[config.mk]
export PLATFORM = sky130hd
export DESIGN_NAME = pipe_hazard_ctrl
export DESIGN_NICKNAME = d
export VERILOG_FILES = /design/src/rtl/pipe_hazard_ctrl.sv
export SDC_FILE = /design/constraint.sdc
export NUM_CORES = 1
export LEC_CHECK = 0
export CAP_MARGIN = 10
export CORE_ASPECT_RATIO = 1.1
export CORE_MARGIN = 2
export CORE_UTILIZATION = 59
export DETAILED_ROUTE_END_ITERATION = 8
export DONT_BUFFER_PORTS = 1
export PLACE_DENSITY = 0.71
export SKIP_LAST_GASP = 1
export SYNTH_ARGS = -nofsm -noshare
export SYNTH_HDL_FRONTEND = slang
export SYNTH_SLANG_ARGS = --single-unit
[constraint.sdc]
create_clock -name clk_i -period 8.11 [get_ports clk_i]
set_input_delay 1.622 -clock clk_i [delete_from_list [all_inputs] [get_ports clk_i]]
set_output_delay 1.622 -clock clk_i [all_outputs]
set_load 0.05 [all_outputs]
[src/rtl/pipe_hazard_ctrl.sv]
// Pipeline hazard/halt controller: RAW scoreboard, stall/flush steering, drain-to-halt FSM, perf counters.
// Controls are combinational from inputs and state; scoreboard, FSM and counters update one edge later.
module pipe_hazard_ctrl #(
    parameter int REG_ID_W     = 6,
    parameter int DRAIN_CYCLES = 3,
    parameter int CNT_W        = 32
) (
    input  logic                clk_i,
    input  logic                reset_i,
    input  logic                halt_i,
    input  logic                aluBusy_i,
    input  logic                E_correctPC_i,
    input  logic                D_valid_i,
    input  logic [REG_ID_W-1:0] D_rs1Id_i,
    input  logic [REG_ID_W-1:0] D_rs2Id_i,
    input  logic [REG_ID_W-1:0] D_rs3Id_i,
    input  logic [2:0]          D_rsUse_i,
    input  logic [REG_ID_W-1:0] D_rdId_i,
    input  logic                D_wbEnable_i,
    input  logic                D_longLat_i,
    input  logic                MW_wbEnable_i,
    input  logic [REG_ID_W-1:0] MW_rdId_i,
    output logic                F_stall_o,
    output logic                D_stall_o,
    output logic                E_stall_o,
    output logic                D_flush_o,
    output logic                E_flush_o,
    output logic                M_flush_o,
    output logic                dataHazard_o,
    output logic                halted_o,
    output logic [CNT_W-1:0]    stallCycles_o,
    output logic [CNT_W-1:0]    flushCount_o
);

    localparam int NREG = 1 << REG_ID_W;
    localparam int DW   = (DRAIN_CYCLES < 2) ? 1 : $clog2(DRAIN_CYCLES);

    localparam logic [1:0] ST_RUN    = 2'd0;
    localparam logic [1:0] ST_DRAIN  = 2'd1;
    localparam logic [1:0] ST_HALTED = 2'd2;

    logic [1:0]          state_q, state_d;
    logic [DW-1:0]       drain_cnt_q, drain_cnt_d;
    logic [NREG-1:0]     pend_q, pend_d;
    logic [CNT_W-1:0]    stall_cnt_q, stall_cnt_d;
    logic [CNT_W-1:0]    flush_cnt_q, flush_cnt_d;

    logic [REG_ID_W-1:0] rs_id [3];
    logic [2:0]          rs_hit;
    logic                in_run;
    logic                in_drain;
    logic                in_halted;
    logic                issue;

    assign rs_id[0] = D_rs1Id_i;
    assign rs_id[1] = D_rs2Id_i;
    assign rs_id[2] = D_rs3Id_i;

    assign in_run    = (state_q == ST_RUN);
    assign in_drain  = (state_q == ST_DRAIN);
    assign in_halted = (state_q == ST_HALTED);

    // A writeback landing this cycle satisfies the reader, so it bypasses the hazard.
    always_comb begin
        rs_hit = '0;
        for (int n = 0; n < 3; n++) begin
            rs_hit[n] = D_rsUse_i[n] & pend_q[rs_id[n]]
                      & !(MW_wbEnable_i && (MW_rdId_i == rs_id[n]));
        end
    end

    assign dataHazard_o = D_valid_i & (|rs_hit);
    assign D_flush_o    = E_correctPC_i & !aluBusy_i;
    assign E_stall_o    = aluBusy_i;
    assign M_flush_o    = aluBusy_i;

    // HALTED pins the front end regardless of any late mispredict.
    assign F_stall_o = ((dataHazard_o | aluBusy_i | !in_run) & !D_flush_o) | in_halted;
    assign D_stall_o = F_stall_o;
    assign E_flush_o = (!aluBusy_i & (D_flush_o | dataHazard_o | in_drain)) | in_halted;
    assign halted_o  = in_halted;

    assign issue = D_valid_i & D_wbEnable_i & D_longLat_i & (D_rdId_i != '0)
                 & !D_stall_o & !D_flush_o & in_run;

    // Clear first so that a same-edge set on the same id wins.
    always_comb begin
        pend_d = pend_q;
        if (MW_wbEnable_i) begin
            pend_d[MW_rdId_i] = 1'b0;
        end
        if (issue) begin
            pend_d[D_rdId_i] = 1'b1;
        end
        pend_d[0] = 1'b0;
    end

    always_comb begin
        state_d     = state_q;
        drain_cnt_d = drain_cnt_q;
        case (state_q)
            ST_RUN: begin
                if (halt_i) begin
                    state_d     = ST_DRAIN;
                    drain_cnt_d = '0;
                end
            end
            ST_DRAIN: begin
                if (!aluBusy_i) begin
                    if (drain_cnt_q == DW'(DRAIN_CYCLES - 1)) begin
                        state_d = ST_HALTED;
                    end else begin
                        drain_cnt_d = drain_cnt_q + DW'(1);
                    end
                end
            end
            ST_HALTED: begin
                state_d = ST_HALTED;
            end
            default: begin
                state_d = ST_RUN;
            end
        endcase
    end

    always_comb begin
        stall_cnt_d = stall_cnt_q;
        flush_cnt_d = flush_cnt_q;
        if (!in_halted) begin
            if (D_stall_o && (stall_cnt_q != '1)) begin
                stall_cnt_d = stall_cnt_q + CNT_W'(1);
            end
            if (D_flush_o && (flush_cnt_q != '1)) begin
                flush_cnt_d = flush_cnt_q + CNT_W'(1);
            end
        end
    end

    assign stallCycles_o = stall_cnt_q;
    assign flushCount_o  = flush_cnt_q;

    always_ff @(posedge clk_i) begin
        if (reset_i) begin
            state_q     <= ST_RUN;
            drain_cnt_q <= '0;
            pend_q      <= '0;
            stall_cnt_q <= '0;
            flush_cnt_q <= '0;
        end else begin
            state_q     <= state_d;
            drain_cnt_q <= drain_cnt_d;
            pend_q      <= pend_d;
            stall_cnt_q <= stall_cnt_d;
            flush_cnt_q <= flush_cnt_d;
        end
    end

endmodule

==> metrics.txt, run 1 <==
most common cell after layout, fill and taps aside=dfxtp_1; critical path class=primary input to primary output; Diodes inserted=0; Starting DRT DRC Count=slightly above 800; ANT nets after route=0; Final Cell Area=~8600 um2; largest net degree at the start of global routing=around 140; synthesized area=8090 um2; Net Sw Frac=0.275; DR WL/cell=around 21 um; Die X=between 100 and 150 um; drt first pass iters=6; placed inst area=~8000 um2; sequential area share after synthesis=0.324; row count=44; setup TNS=0 ns; Fmax achieved=around 0.18 GHz; relative slew slack=0.238; Initial Utilization=0.607; VDD IR max=~0.17 mV; syn_area_per_cell=around 8.5 um2; CP arrival=between 3 and 4 ns; Crit. Startpoint=D_rs3Id_i[1]; DP Wirelength=15900 um; Crit Reg-Reg Endpoint=stallCycles_o[13]; Data required, critical path=~6.5 ns; Critical Path End=E_flush_o; flop2flop setup slack=~4.6 ns; fin nets=approximately 940; grt total ovfl=0; fin crit share=0.692; Sw Pwr=roughly 470 uW; Unique masters post-synth=62; total track usage=0.319; Async SR Flop Fraction=0; Place WS=2.56 ns; Synth Register Bits=roughly 130; Power Dens Cells=199 nW/um2; fin worst setup slack=between 2 and 2.5 ns; CTS Root Cell=clkbuf_16; share of post-route cells with drive strength above 1=0.109; TritonCTS clock tree=built; first-pass GRT wire length=approximately 37000 um; Clock power frac=0.459; Die Ht=between 100 and 150 um; RePlAce Congestion=between 0.9 and 1; clock sinks=~130; unrepaired setup endpoints after global routing=no; Yosys top cell by area=dfxtp_1; DR DRC count=0; Int Power=around 1.2 mW; Post-synth EDFFs=0; initial antenna violation count=0; IO Pins=114; Post-Synthesis Cells=roughly 950; most frequent cells in the layout=dfxtp_1 (131), a21oi_1 (97), nand3_1 (93), o21ai_0 (77), nor2_1 (64); Yosys top cell area share=0.324; worst r2r src=stallCycles_o[0]; status=finished, final reports clean; Worst-Margin Slew=roughly 1.1 ns; worst hold path class=register to register; clk_lat worst skew=~0.43 ns; DR vias=7407; Max clock buf depth=2; syn_nets=994; vias per inst=between 6 and 7; hold_buf cts=0; Final Setup Violations=0; CTS resizes=0; drt total wl=between 20000 and 25000 um; Clock Skews=between 0.008 and 0.009 ns; CP endpoint kind=primary output; Worst R2R Path Depth=9; leakage power=approximately 2.7 nW; core area=around 13000 um2; Total Die Area=roughly 15000 um2; Final Max Tran Viols=0; critical-path maximum fanout=20; Synth area leaders=dfxtp_1 (32%), mux4_2 (7.5%), a21oi_1 (6.1%); number of I/O port buffers=0; final hold violation count=0; CP Launch Type=primary input; share of power burned in registers=0.404; fin crit period=roughly 5.6 ns; Finished Core Util=0.644; Most used DFF post-synth=dfxtp_1; max-cap check violation count=0; Setup Buffers After CTS=0; Ys Warns=0; Clk pin slew, worst setup/hold paths=around 0.060 ns; htree depth=4; Comb power frac=0.137; number of global-route vias before repair=just over 7000; area grow syn2layout=6.05%; Num CTS Buffers=17
-- how the worst min path moves through the flow --
stage | start | slack [ns] | cells past startpoint | to
floorplan | drain_cnt_q[1] | 0.46 | 2 | drain_cnt_q[1]
global placement | drain_cnt_q[1] | 0.47 | 2 | drain_cnt_q[1]
detailed placement | pend_q[36] | 0.49 | 2 | pend_q[36]
CTS | pend_q[36] | 0.50 | 2 | pend_q[36]
global route | pend_q[40] | 0.53 | 2 | pend_q[40]
finish | pend_q[36] | 0.51 | 2 | pend_q[36]
-- power groups by stage --
stage	registers [mW]	clock network, mW	logic (mW)
finish	0.691	0.786	0.234
global route	0.693	0.826	0.251
CTS	0.691	0.795	0.232
detailed placement	0.705	0	0.230
global placement	0.704	0	0.222
floorplan	0.700	0	0.239
-- cell type report --
class	count	area (um2)
inverter	20	75.1
timing repair buffer	7	56.3
multi-input combinational	717	4990
clock inverter	8	126
tap	184	230
sequential	131	2620
clock buffer	23	478
fill	1164	4750
-- through the flow --
stage | total power, mW | cells | hold WS, ns
after floorplan | 0.940 | 946 | 0.461
after global placement | 0.926 | 1058 | 0.473
after detailed placement | 0.935 | 1058 | 0.488
after CTS | 1.72 | 1089 | 0.496
after global routing | 1.77 | 1090 | 0.534
final | 1.71 | 1090 | 0.507
-- cell usage after synthesis, types with 17 or more instances --
cell type / count
mux2_2: 20
nor2b_1: 17
clkbuf_1: 47
inv_1: 20
nand4_1: 24
or3_1: 17
a21oi_1: 98
mux2i_1: 47
nand3_1: 93
or4_1: 17
mux4_2: 27
o31ai_1: 18
dfxtp_1: 131
nor2_1: 64
nand2_1: 39
xor2_1: 22
xnor2_1: 26
o21ai_0: 77
-- cells by family after synthesis --
kind of cell	count (synthesis)	synth area share
xor+xnor	48	0.0520
buf+inv	98	0.0613
simple gates	341	0.229
mux	95	0.163
compound gates	227	0.161
fa+ha+maj	6	0.00928
flops	131	0.324
-- critical path, stage by stage --
cell and delay, ns:
mux4_2 0.47, o22ai_1 0.16, a311oi_1 0.08, o2111ai_1 0.24
nand4_1 0.31, o21ai_0 0.56, a21oi_1 0.11, or2_2 0.43
-- registers in the layout, summed over array words and instances (netlist names) --
name and flops:
stallCycles_o 32, drain_cnt_q 2, flushCount_o 32, state_q 2
pend_q 63
-- routing by layer --
layer	GRT usage	vias to the layer above	wire, um
li1	-	3385	-
met1	0.394	3548	9320
met2	0.513	396	11100
met3	0.101	78	2030
met4	0.134	0	861
met5	0	-	0
No activity file was read; power rests on OpenSTA's default activity.
==> run 2: changes to the inputs <==
- CORE_UTILIZATION: 59 -> 58
- PLACE_DENSITY: 0.71 -> 0.72
- clock period: 8.11 -> 4.9 ns (I/O delays scaled with it)
==> run 2 against run 1 <==
Sequential share of layout area increased by 0.076 points. Via count up 1.6%. Clock power increased by 53%. First-iteration DRC count rose by 17%. Total power grew 60%. Non-clock buffer count rose by 3. Critical path depth unchanged. Clock skew hardly changed. Flip-flop and latch count unchanged. Utilization fell by 2.1 points. Clock-buffer cell count is 5 lower. Critical path type unchanged. Largest power group unchanged.
==> metrics.txt, run 2 (synthesis gave the netlist of run 1 again) <==
CP Launch Type=primary input; Final Setup Violations=0 (unchanged); Crit path max-delay family=compound AO/OA/AOI/OAI gates; share of post-route cells with drive strength above 1=0.116 (+0.00721); Die Ht=128 um (+0.83%); htree depth=4 (unchanged); Reg area=2620 um2 (unchanged); CTS resizes=0 (unchanged); Clk pin slew, worst setup/hold paths=0.06 ns (about the same); Multi-input gate area=4990 um2 (unchanged); DP Wirelength=16000 um (+0.33%); fin nets=945 (+0.32%); Diodes inserted=0 (unchanged); worst hold path class=register to register; CP max stage cell=o21ai_0; final hold violation count=0 (unchanged); worst r2r src=stallCycles_o[1]; first-pass GRT wire length=37500 um (+1.5%); Die X=117 um (+0.83%); CP Cell Sequence=mux4_2 -> o22ai_1 -> a311oi_1 -> o2111ai_1 -> nand4_1 -> o21ai_0 -> a21oi_1 -> or2_2; status=finished, final reports clean; Worst-Margin Slew=1.14 ns (+0.00392 ns); row count=45 (+2.3%); drt total wl=24000 um (+2.8%); TritonCTS clock tree=built; largest net degree at the start of global routing=136 (unchanged); Final Max Tran Viols=0 (unchanged); Clock Skews=0.00866 ns (+0.000355 ns); Setup Buffers After CTS=0 (unchanged); DR DRC count=0 (unchanged); CTS Root Cell=clkbuf_16; DR vias=7527 (+1.6%); vias per inst=6.86 (+0.88%); Top reg by flops=pend_q; Power Dens Cells=321 nW/um2 (+61%); hold_sp=drain_cnt_q[1]; area grow syn2layout=5.79%; critical path class=primary input to primary output; number of flip-flops in the largest register=63 (unchanged); DR WL/cell=21.8 um (+2.0%); most frequent cells in the layout=dfxtp_1 (131), a21oi_1 (97), nand3_1 (93), o21ai_0 (77), nor2_1 (64); Hold Slack=0.500 ns (-0.00719 ns); ANT nets after route=0 (unchanged); RePlAce Congestion=0.946 (-1.7%); drt first pass iters=5 (-1); max-cap check violation count=0 (unchanged); critical-path maximum fanout=20 (unchanged); Buf/Inv on CP=0 (unchanged); setup TNS=0 ns (unchanged); fin crit share=0.875; Starting DRT DRC Count=946 (+17%); fin crit period=4.29 ns; number of I/O port buffers=0 (unchanged); VDD IR max=0.288 mV (+68%); clk_lat worst skew=0.43 ns (about the same); Data required, critical path=3.92 ns (-2.57 ns); core area=13700 um2 (+3.1%); relative slew slack=0.236 (-0.00270); Max clock buf depth=2 (unchanged); hold_buf cts=0 (unchanged); most common cell after layout, fill and taps aside=dfxtp_1; Fmax achieved=0.233 GHz; total track usage=0.325 (+0.00561); CP arrival=3.31 ns (-0.68 ns); leakage power=2.74 nW (-0.13%); Initial Utilization=0.589 (-0.0184); clock sinks=131 (unchanged); Total Die Area=14900 um2 (+1.7%); CP endpoint kind=primary output; Filler Cells Inserted=1206 (+3.6%); Crit. Startpoint=D_rs3Id_i[1]; grt total ovfl=0 (unchanged); Crit path largest cell delay=0.52 ns (-0.04 ns); number of global-route vias before repair=7096 (-0.084%); unrepaired setup endpoints after global routing=no; initial antenna violation count=0 (unchanged); IO Pins=114 (unchanged); Num CTS Buffers=17 (unchanged)
## run 2: area by class of cell
class                      instances  area share
tap                              188      0.0275
sequential                       131       0.307
inverter                          20     0.00878
timing repair buffer              10     0.00878
multi-input combinational        717       0.583
clock buffer                      18      0.0513
clock inverter                    14      0.0140
## run 2: worst min-delay path, delay by kind of cell, from the launching register on
| kind | cells | cell delay (ns) |
|---|---|---|
| AND/OR/NAND/NOR | 1 | 0.07 |
| flip-flops | 1 | 0.33 |
| AO/OA/AOI/OAI | 1 | 0.07 |
## run 2: through the flow
stage                     instances  setup WS [ns]  area [um2]  total power [mW]   util
after floorplan                 946          0.169        8090              1.56      -
after global placement         1066          0.704        8000              1.54  0.582
after detailed placement       1066          0.688        8000              1.56  0.582
after CTS                      1098          0.680        8550              2.75  0.623
after global routing           1098          0.490        8550              2.84  0.623
final                          1098          0.610        8550              2.74  0.623
## run 2: metal layers
layer / global-route usage / share of wire
met5: 0 / 0
met4: 0.123 / 0.029
met3: 0.100 / 0.12
met2: 0.518 / 0.47
met1: 0.412 / 0.38
## run 2: final timing paths
kind | endpoint | slack, ns | depth (start not counted)
hold / removal | drain_cnt_q[1] | 0.50 | 2
setup reg to reg | stallCycles_o[11] | 1.15 | 9
hold reg to reg | drain_cnt_q[1] | 0.50 | 2
setup / recovery | E_flush_o | 0.61 | 8
## run 2: where the power goes
part | total (mW) | internal (mW) | switching, mW
Sequential | 1.12 | 1.09 | 0.0350
Combinational | 0.420 | 0.140 | 0.280
Clock | 1.20 | 0.674 | 0.531
Total | 2.74 | 1.90 | 0.845
